`src/rtl/button_event_ctrl.sv`:
```
// Shared push-button front end: 2-FF sync, shared ms timebase, per-button debounce
// with short/long press classification, round-robin arbiter onto one valid/ready port.
module button_event_ctrl #(
  parameter int unsigned NUM_BTN  = 4,
  parameter int unsigned TICK_DIV = 50000,
  parameter int unsigned DEB_MS   = 20,
  parameter int unsigned LONG_MS  = 5000
) (
  input  logic               i_clk,
  input  logic               i_reset,
  input  logic [NUM_BTN-1:0] i_btn_raw,
  input  logic               i_test_mode,
  output logic [NUM_BTN-1:0] o_btn_level,
  output logic               o_evt_valid,
  input  logic               i_evt_ready,
  output logic [2:0]         o_evt_btn,
  output logic               o_evt_long,
  output logic               o_overflow
);

  localparam int unsigned PW = (TICK_DIV > 1) ? $clog2(TICK_DIV) : 1;
  localparam int unsigned DW = $clog2(DEB_MS + 1);
  localparam int unsigned HW = $clog2(LONG_MS + 1);
  localparam int unsigned IW = (NUM_BTN > 1) ? $clog2(NUM_BTN) : 1;

  typedef enum logic [1:0] {S_IDLE, S_DEB_P, S_PRESSED, S_DEB_R} state_t;

  logic [NUM_BTN-1:0] r_sync1, r_sync2;
  logic [PW-1:0]      r_pre;
  logic               w_tick;
  logic [NUM_BTN-1:0] w_post, w_post_long;

  // Synchroniser and shared prescaler; test_mode holds the prescaler at 0 so it restarts cleanly.
  assign w_tick = i_test_mode | (r_pre == PW'(TICK_DIV - 1));

  always_ff @(posedge i_clk or negedge i_reset) begin
    if (!i_reset) begin
      r_sync1 <= '0;
      r_sync2 <= '0;
      r_pre   <= '0;
    end else begin
      r_sync1 <= i_btn_raw;
      r_sync2 <= r_sync1;
      if (w_tick) r_pre <= '0;
      else        r_pre <= r_pre + PW'(1);
    end
  end

  for (genvar gi = 0; gi < NUM_BTN; gi++) begin : g_btn
    state_t        r_state, w_state_nxt;
    logic [DW-1:0] r_dcnt, w_dcnt_nxt, w_dinc;
    logic [HW-1:0] r_hcnt, w_hcnt_nxt, w_hinc;
    logic          r_long_done, w_long_done_nxt;
    logic          r_level, w_level_nxt;
    logic          w_post_i, w_post_long_i;

    assign w_dinc = r_dcnt + DW'(1);
    assign w_hinc = (r_hcnt == HW'(LONG_MS)) ? r_hcnt : r_hcnt + HW'(1);

    always_ff @(posedge i_clk or negedge i_reset) begin
      if (!i_reset) begin
        r_state     <= S_IDLE;
        r_dcnt      <= '0;
        r_hcnt      <= '0;
        r_long_done <= 1'b0;
        r_level     <= 1'b0;
      end else begin
        r_state     <= w_state_nxt;
        r_dcnt      <= w_dcnt_nxt;
        r_hcnt      <= w_hcnt_nxt;
        r_long_done <= w_long_done_nxt;
        r_level     <= w_level_nxt;
      end
    end

    // Event posts are decided alongside the transition so pend[] updates on the same edge.
    always_comb begin
      w_state_nxt     = r_state;
      w_dcnt_nxt      = r_dcnt;
      w_hcnt_nxt      = r_hcnt;
      w_long_done_nxt = r_long_done;
      w_level_nxt     = r_level;
      w_post_i        = 1'b0;
      w_post_long_i   = 1'b0;
      unique case (r_state)
        S_IDLE: begin
          if (r_sync2[gi]) begin
            w_state_nxt = S_DEB_P;
            w_dcnt_nxt  = '0;
          end
        end
        S_DEB_P: begin
          if (!r_sync2[gi]) begin
            w_state_nxt = S_IDLE;
          end else if (w_tick) begin
            w_dcnt_nxt = w_dinc;
            if (w_dinc == DW'(DEB_MS)) begin
              w_state_nxt     = S_PRESSED;
              w_level_nxt     = 1'b1;
              w_hcnt_nxt      = '0;
              w_long_done_nxt = 1'b0;
            end
          end
        end
        S_PRESSED: begin
          if (w_tick) w_hcnt_nxt = w_hinc;
          if (!r_long_done && (w_hcnt_nxt == HW'(LONG_MS))) begin
            w_post_i        = 1'b1;
            w_post_long_i   = 1'b1;
            w_long_done_nxt = 1'b1;
          end
          if (!r_sync2[gi]) begin
            w_state_nxt = S_DEB_R;
            w_dcnt_nxt  = '0;
          end
        end
        S_DEB_R: begin
          if (w_tick) w_hcnt_nxt = w_hinc;
          if (r_sync2[gi]) begin
            w_state_nxt = S_PRESSED;
          end else if (w_tick) begin
            w_dcnt_nxt = w_dinc;
            if (w_dinc == DW'(DEB_MS)) begin
              w_state_nxt = S_IDLE;
              w_level_nxt = 1'b0;
              w_post_i    = !r_long_done;
            end
          end
        end
        default: w_state_nxt = S_IDLE;
      endcase
    end

    assign w_post[gi]      = w_post_i;
    assign w_post_long[gi] = w_post_long_i;
    assign o_btn_level[gi] = r_level;
  end

  logic [NUM_BTN-1:0] r_pend, r_pend_long, w_grant;
  logic [IW-1:0]      r_ptr, w_idx, w_ptr_nxt;
  logic               w_found, w_load;
  logic               r_evt_valid, r_evt_long, r_overflow;
  logic [2:0]         r_evt_btn;

  // Round-robin search upward from the pointer, wrapping at NUM_BTN-1.
  always_comb begin
    int unsigned j;
    j       = 0;
    w_found = 1'b0;
    w_idx   = '0;
    for (int unsigned k = 0; k < NUM_BTN; k++) begin
      j = (32'(r_ptr) + k) % NUM_BTN;
      if (!w_found && r_pend[IW'(j)]) begin
        w_found = 1'b1;
        w_idx   = IW'(j);
      end
    end
  end

  assign w_load    = !r_evt_valid || i_evt_ready;
  assign w_ptr_nxt = (32'(w_idx) == NUM_BTN - 1) ? '0 : w_idx + IW'(1);

  always_comb begin
    w_grant = '0;
    if (w_load && w_found) w_grant[w_idx] = 1'b1;
  end

  // A grant and a new post on the same button: grant takes the old event, post re-arms pend.
  always_ff @(posedge i_clk or negedge i_reset) begin
    if (!i_reset) begin
      r_pend      <= '0;
      r_pend_long <= '0;
      r_ptr       <= '0;
      r_evt_valid <= 1'b0;
      r_evt_btn   <= '0;
      r_evt_long  <= 1'b0;
      r_overflow  <= 1'b0;
    end else begin
      r_pend      <= (r_pend & ~w_grant) | w_post;
      r_pend_long <= (r_pend_long & ~w_post) | w_post_long;
      r_overflow  <= |(r_pend & ~w_grant & w_post);
      if (w_load) begin
        if (w_found) begin
          r_evt_valid <= 1'b1;
          r_evt_btn   <= 3'(w_idx);
          r_evt_long  <= r_pend_long[w_idx];
          r_ptr       <= w_ptr_nxt;
        end else begin
          r_evt_valid <= 1'b0;
        end
      end
    end
  end

  assign o_evt_valid = r_evt_valid;
  assign o_evt_btn   = r_evt_btn;
  assign o_evt_long  = r_evt_long;
  assign o_overflow  = r_overflow;

endmodule
```
`config.mk`:
```
export PLATFORM = sky130hd
export DESIGN_NAME = button_event_ctrl
export DESIGN_NICKNAME = d
export VERILOG_FILES = /design/src/rtl/button_event_ctrl.sv
export SDC_FILE = /design/constraint.sdc
export NUM_CORES = 1
export LEC_CHECK = 0
export CORE_MARGIN = 5
export CORE_UTILIZATION = 60
export CTS_BUF_LIST = sky130_fd_sc_hd__clkbuf_4 sky130_fd_sc_hd__clkbuf_8
export DETAILED_ROUTE_END_ITERATION = 10
export PLACE_DENSITY = 0.82
export SLEW_MARGIN = 10
export SYNTH_ARGS = -nofsm -noshare
export SYNTH_HDL_FRONTEND = slang
export SYNTH_SLANG_ARGS = --single-unit
```
`constraint.sdc`:
```
create_clock -name i_clk -period 4.55 [get_ports i_clk]
set_input_delay 0.6825 -clock i_clk [delete_from_list [all_inputs] [get_ports i_clk]]
set_output_delay 0.6825 -clock i_clk [all_outputs]
set_load 0.02 [all_outputs]
```
After elaboration in Yosys (flattened, before gate mapping) --
Index checks and enable logic that the tools add are counted.
Word-level totals: flip-flop bits (word level) 127, bits in latches 0, RAM bits 0, bits in read-only memories 0, input bits 8, output and inout bits 10, word-level logic and storage cells 367, memories 0
Cells by class: $add $sub $neg 13, $mul 0, divide/modulo/power cells 0, $lt $le $gt $ge 6, eq/ne operators 78, shifts and indexed selects 0, muxes and demuxes 176, bitwise logic cells 8, reduce and logical (&&, ||, !) cells 56
Operators with widths (count):
- $mux W13 | 24
- $pmux W13 S3 | 4
- $eq A13 B13 Y1 const B | 8
- $mux W5 | 20
- $pmux W5 S4 | 4
- $mux W2 | 37
- $ne A2 B2 Y1 const B | 36
- $mux W1 | 63
- $add A13 B1 Y13 const B | 4
- $ne A3 B3 Y1 const B | 16
- $pmux W2 S4 | 4
- $reduce_and A4 Y1 | 8
- $reduce_and A7 Y1 | 4
- $pmux W1 S2 | 12
- $reduce_and A6 Y1 | 4
- $add A5 B1 Y5 const B | 4
- $eq A5 B5 Y1 const B | 4
- $reduce_and A5 Y1 | 4
- $eq A2 B2 Y1 const B | 9
- $add A16 B1 Y16 const B | 1
- $eq A16 B16 Y1 const B | 1
- $mux W16 | 1
- $reduce_bool A2 Y1 | 8
- $lt A2 B3 Y1 const B | 5
- 18 further kinds | 52

Longest topological paths before layout --
Gate-level depths: netlist (run 1).
depth in word-level cells 21, gate-level depth with buffers 12, depth with buffers taken out 12

Worst setup path after synthesis (run 1) --
Ideal clock, no wire load.
path type register to register, start reg r_pre[4], end reg r_overflow, in the netlist o_overflow, setup time 0.131 ns, data arrival time 2.876 ns, data required time 4.419 ns, path slack 1.542 ns, cell stages (with the launch flop) 10, buffers on the path 1, period minus slack after synthesis 3.008 ns, cells stage by stage dfrtp_1 or4b_1 or4_1 buf_2 a2111o_4 nor2_8 xnor2_1 o41a_1 nor2_1 or3_1
Between the ends: word-level cells in the longest chain between the ends 10
RTL lines:
- from (decl) | RTL line 29 | logic [PW-1:0] r_pre;
- from (signal assigned) | RTL line 45 | else r_pre <= r_pre + PW'(1);
- $eq A16 B16 Y1 * | RTL line 34 | assign w_tick = i_test_mode | (r_pre == PW'(TICK_DIV - 1));
- $or A1 B1 Y1 * | RTL line 34
- $mux W13 (on tied branches)
- $mux W13 | RTL line 85 | unique case (r_state)
- $eq A13 B13 Y1 | RTL line 107 | if (!r_long_done && (w_hcnt_nxt == HW'(LONG_MS))) begin
- $logic_and A1 B1 Y1 | RTL line 107
- $mux W1 | RTL line 107
- $pmux W1 S2 | RTL line 85
- $and A4 B4 Y4 * | RTL line 181 | r_overflow <= |(r_pend & ~w_grant & w_post);
- $reduce_or A4 Y1 * | RTL line 181
- to (signal assigned) | RTL line 181
- to (decl) | RTL line 142 | logic r_evt_valid, r_evt_long, r_overflow;
Mark *: on every way between the ends. The rest lies on a longest branch, timed or not. The select of a mux whose other input is x is not followed. A chain may end at the register's enable or synchronous reset.

Final worst setup path (run 1) --
Ends and elaborated chain as after synthesis.

==> metrics.yaml, run 1 <==
cells_and_area:
  drive_above_1_share_pct: 7.05
  antennaDiodeCount: 0
  syn2layout_area_growth_pct: 7.87
  layout.cells.most_common: "dfrtp_1"
  final_nets: 878
  final_cell_area_um2: 8180
  mostFrequentLayoutCells: "dfrtp_1 (127), nand2_1 (100), o21ai_0 (63), nor2_1 (62), nand3_1 (43)"
yosys:
  synth_top_cell_by_area: "dfrtp_1"
  ys.flop_type: "dfrtp_1"
  synthCells: 861
  syn_nets: 886
  synth.distinct_cells: 75
  netlist.area_leader.share_pct: 41.9
  ys_seq_elements: 127
  syn_area_per_cell_um2: 8.81
  yosys_warnings: 0
  synth-edff-count: 0
  syn_area_um2: 7590
  async_flop_share_pct: 100
  synth_seq_area_share_pct: 41.9
  synth_area_leaders: "dfrtp_1 (42%), nand2_1 (4.9%), o21ai_0 (4.2%), a22o_1 (3.5%), xnor2_1 (3.5%)"
floorplanning:
  start_util_pct: 60.6
  rows: 41
  ios: 18
  fp.dieW_um: 122
  dieArea_um2: 15000
  die_h_um: 122
  coreArea_um2: 12500
clocking:
  cts-resized-gates: 0
  clkSinkCount: 127
  cts_made_buffers: 17
  clockBufferDepth: 2
  root_buffer: "clkbuf_8"
  hold_buffers: 0
  clock_latency_ps: 450
  htree_levels: 4
  cts_tree: "done"
  postCtsSetupBuffers: 0
  cts.clk_slew.worst_paths_ps: 70
flow_run:
  drv_cap: 0
place:
  io_buffer_count: 16
  hpwl_um: 11800
  place_area_um2: 7810
  place_congestion: 0.922
sta:
  tns_ps: 0
  slew_viol_final: 0
  worst_slew_pin_slew_ps: 977
  setup_viol: 0
  period_share_pct: 80.9
  final.setup_skew_ps: 10.1
  fmax_ghz: 0.272
  hold_violations: 0
  rsz0062_at_grt: "no"
  fin_crit_ps: 3680
  slew_headroom_pct: 34.9
critical_path:
  slowest_delay_ps: 860
  worst_path_max_delay_cell: "or4_1"
  path_class: "flop to flop"
  worstPathArrival_ps: 4070
  worst-path-max-fanout: 21
  start_kind: "flop"
  worstPathRequired_ps: 4940
  path_cells: "or4b_1 -> or4_1 -> nand2_2 -> buf_4 -> nand3_1 -> or4_1 -> o22a_1 -> nand3_1 -> or3_1"
  end_kind: "flop"
detailed_routing:
  wl_per_cell_um: 16.5
  vias: 6555
  wirelength_um: 17200
  ant_nets: 0
  drt_iter0_drc: 649
  drc: 0
  viasPerCell: 6.32
  firstDrtPassIters: 5
power_and_ir_drop:
  powerDensity_nw_per_um2: 300
  ir_drop_v: 0.000284
  p_leak_uw: 0.00365
global_routing:
  grt_pass1_wl_um: 29000
  antenna_found_initial: 0
  grt_pass1_vias: 6256
  grt-ovfl-total: 0
  grtUsageTotal_pct: 24.0
  grt_max_degree: 50
outcome:
  outcome: "completed"
min_path:
  worst_hold_path_type: "input pin to async pin"
[cell type report]
class | count | area (um^2)
Clock buffer | 24 | 312
Clock inverter | 7 | 60.1
Fill cell | 1030 | 4330
Inverter | 34 | 128
Multi-Input combinational cell | 650 | 4080
Sequential cell | 127 | 3180
Tap cell | 172 | 215
Timing Repair Buffer | 23 | 210
[state kept, by name, indices dropped and copies added (netlist names), named ones only]
name	count
o_overflow	1
g_btn.r_dcnt	20
r_pend	4
o_evt_long	1
g_btn.r_long_done	4
g_btn.r_state	4
o_evt_valid	1
r_ptr	2
r_sync1	4
g_btn.r_level	4
o_evt_btn	2
r_pre	16
g_btn.r_hcnt	52
r_pend_long	4
r_sync2	4
[layer usage]
metal  wire length, um  track usage [%]  vias up  share of wire, %
li1                  -                -     3120                 -
met1              7500             30.8     3187                44
met2              8430             40.0      218                49
met3               942             5.02       30               5.5
met4               289             9.38        0               1.7
met5                 0                0        -                 0
[worst max-delay path: cells and delay by family, from the launching register on]
| family | cells | cell delay, ps |
|---|---|---|
| AO/OA/AOI/OAI | 1 | 250 |
| buffers and inverters | 1 | 310 |
| flip-flops | 1 | 420 |
| AND/OR/NAND/NOR | 7 | 2640 |
[cell families (layout without fill, tap and decap cells)]
group,count (synthesis),after routing,synth area share [%]
fa+ha+maj,17,17,2.80
compound gates,228,228,19.9
xor+xnor,44,44,5.08
other cells,1,1,0.0494
mux,15,15,2.09
buf+inv,84,88,4.44
flops,127,127,41.9
simple gates,345,345,23.7
[path summary, 6_finish.rpt]
kind	from	to	slack, ps	depth (start not counted)
max reg2reg	r_pre[4]	o_overflow	870	9
min in group i_clk	r_sync1[3]	r_sync2[3]	350	0
min reg2reg	r_sync1[3]	r_sync2[3]	350	0
max	r_pre[4]	o_overflow	870	9
max in group asynchronous	i_reset	g_btn[0].r_dcnt[1]	3300	2
min	i_reset	g_btn[2].r_hcnt[8]	230	1
[cells in the mapped netlist (all sizes together), types with 3 or more instances]
library cell,n
o21ai,68
o2111ai,8
mux2i,8
buf,12
ha,17
nor2b,5
nand2,101
nor4bb,6
and3,21
inv,33
o31ai,8
o41ai,3
nand4,12
or3,7
nor4,12
clkbuf,38
o211ai,4
nor2,64
o22ai,13
xor2,14
a21o,8
nand3,43
nor3,13
xnor2,30
nor4b,3
a22o,30
a21oi,42
and2,11
mux2,7
or4,13
or2,5
dfrtp,127
nand2b,9
and4,6
a211oi,4
a211o,3
a31oi,12
[through the flow]
| stage | utilization, % | setup slack (ps) | hold slack, ps | power (uW) | std cells |
|---|---|---|---|---|---|
| after floorplan | - | 1540 | 331 | 1460 | 861 |
| after global placement | 62.4 | 1070 | 333 | 1530 | 1006 |
| after detailed placement | 62.4 | 956 | 336 | 1550 | 1006 |
| after CTS | 65.4 | 938 | 249 | 2460 | 1037 |
| after global routing | 65.4 | 577 | 276 | 2560 | 1037 |
| final | 65.4 | 870 | 233 | 2450 | 1037 |
[power by group]
part	total (uW)	switching, uW	internal, uW	leakage (uW)
clock network	920	422	499	0.000202
logic	258	142	116	0.00180
registers	1270	85.5	1190	0.00165
total	2450	649	1800	0.00365
(Power assumes the default switching activity.)
==> inputs of run 2 (changes only) <==
clock period = 3.8 ns   (was 4.55 ns; I/O delays follow)
==> metrics.yaml, run 2 (synthesis gave the netlist of run 1 again) <==
clocking:
  clockBufferDepth: 2
  postCtsSetupBuffers: 0
  hold_buffers: 0
  htree_levels: 4
  clock_latency_ps: 450
  cts.clk_slew.worst_paths_ps: 70
  root_buffer: "clkbuf_8"
  cts_tree: "done"
  cts_made_buffers: 17
  clkSinkCount: 127
  cts-resized-gates: 0
critical_path:
  end_kind: "flop"
  worst_path_max_delay_cell: "or4_1"
  worstPathArrival_ps: 3830
  start_kind: "flop"
  path_class: "flop to flop"
  path_cells: "or4b_1 -> or4_1 -> nand2_2 -> nand2_1 -> nor4_2 -> a21oi_1 -> a21oi_1 -> mux2i_1"
  worstPathRequired_ps: 4120
  r2r_cells: 8
  slowest_delay_ps: 830
  cp_top_family: "simple AND/OR/NAND/NOR gates"
  worst-path-max-fanout: 13
  cp.depth: 8
  path_buf_inv: 0
  cp_common_cell: "a21oi_1"
power_and_ir_drop:
  p_leak_uw: 0.00368
  powerDensity_nw_per_um2: 371
  ir_drop_v: 0.000407
global_routing:
  grt_max_degree: 69
  grtUsageTotal_pct: 25.5
  grt_pass1_vias: 6535
  antenna_found_initial: 0
  grt_pass1_wl_um: 30800
  grt-ovfl-total: 0
sta:
  period_share_pct: 92.2
  rsz0062_at_grt: "no"
  fmax_ghz: 0.285
  worst_slew_pin_slew_ps: 1010
  tns_ps: 0
  slew_headroom_pct: 33.0
  setup_viol: 0
  fin_crit_ps: 3510
  final.setup_skew_ps: 14.2
  hold_violations: 0
  slew_viol_final: 0
detailed_routing:
  drc: 0
  wl_per_cell_um: 17.5
  drt_iter0_drc: 614
  ant_nets: 0
  firstDrtPassIters: 5
  vias: 6653
  wirelength_um: 18200
  viasPerCell: 6.38
cells_and_area:
  final_cells: 1043
  antennaDiodeCount: 0
  largestRegisters: "g_btn.r_hcnt (52), g_btn.r_dcnt (20), r_pre (16)"
  drive_above_1_share_pct: 7.69
  final_nets: 883
  mostFrequentLayoutCells: "dfrtp_1 (127), nand2_1 (100), o21ai_0 (63), nor2_1 (62), nand3_1 (43)"
  largest-register: "g_btn.r_hcnt"
  syn2layout_area_growth_pct: 9.32
  largest_reg_flops: 52
  layout.cells.most_common: "dfrtp_1"
floorplanning:
  coreArea_um2: 12500
  start_util_pct: 60.6
  die_h_um: 122
  ios: 18
  rows: 41
  dieArea_um2: 15000
  fp.dieW_um: 122
outcome:
  outcome: "completed"
place:
  io_buffer_count: 16
  hpwl_um: 12400
  dpl.cell_count: 1011
  place_congestion: 0.936
min_path:
  worst_hold_path_type: "input pin to async pin"
flow_run:
  drv_cap: 0
[run 2: cell count changes in the layout (fill, tap and decap cells not counted)]
| cell | change |
|---|---|
| clkbuf_8 | -3 |
| bufinv_16 | +2 |
| inv_6 | +1 |
| clkinvlp_4 | +5 |
| clkinv_2 | -4 |
| buf_12 | +2 |
| clkinv_4 | +2 |
| clkbuf_4 | -2 |
| buf_4 | +3 |
[run 2: metrics by stage]
step                      util, %  power [uW]  worst slack, ps  area [um^2]  hold slack, ps
after floorplan                 -        1750              792         7590             274
after global placement       62.9        1840              389         7880             337
after detailed placement     62.9        1870              341         7880             336
after CTS                    66.3        3100              327         8290             262
after global routing         66.3        3200             63.7         8290             300
final                        66.3        3080              295         8290             234
[run 2: routing by layer]
layer	vias up	wire, um	global-route usage, %
met1	3254	7870	32.7
met3	47	974	5.48
li1	3128	-	-
met2	224	9060	42.7
met5	-	0	0
met4	0	350	9.31
[run 2: final timing paths]
check | endpoint | slack [ps] | from
max | g_btn[2].r_hcnt[8] | 290 | r_pre[4]
min | g_btn[2].r_hcnt[8] | 230 | i_reset
max reg2reg | g_btn[2].r_hcnt[8] | 290 | r_pre[4]
min reg2reg | r_sync2[0] | 360 | r_sync1[0]
max in group asynchronous | g_btn[0].r_hcnt[8] | 2720 | i_reset
min in group i_clk | r_sync2[0] | 360 | r_sync1[0]
[run 2: area by class of cell]
cell class / count / area (um^2)
repair buffers: 28 / 273
flip-flops and latches: 127 / 3180
clock inverters: 13 / 164
multi-input cells: 650 / 4080
fillers: 1035 / 4220
clock buffers: 19 / 255
well taps: 172 / 215
inverters: 34 / 128
[run 2: where the power goes]
group | internal [uW] | total (uW) | switching [uW] | leakage (uW)
Sequential | 1420 | 1530 | 109 | 0.00165
Combinational | 143 | 316 | 173 | 0.00183
Clock | 673 | 1230 | 559 | 0.000198
Total | 2240 | 3080 | 841 | 0.00368
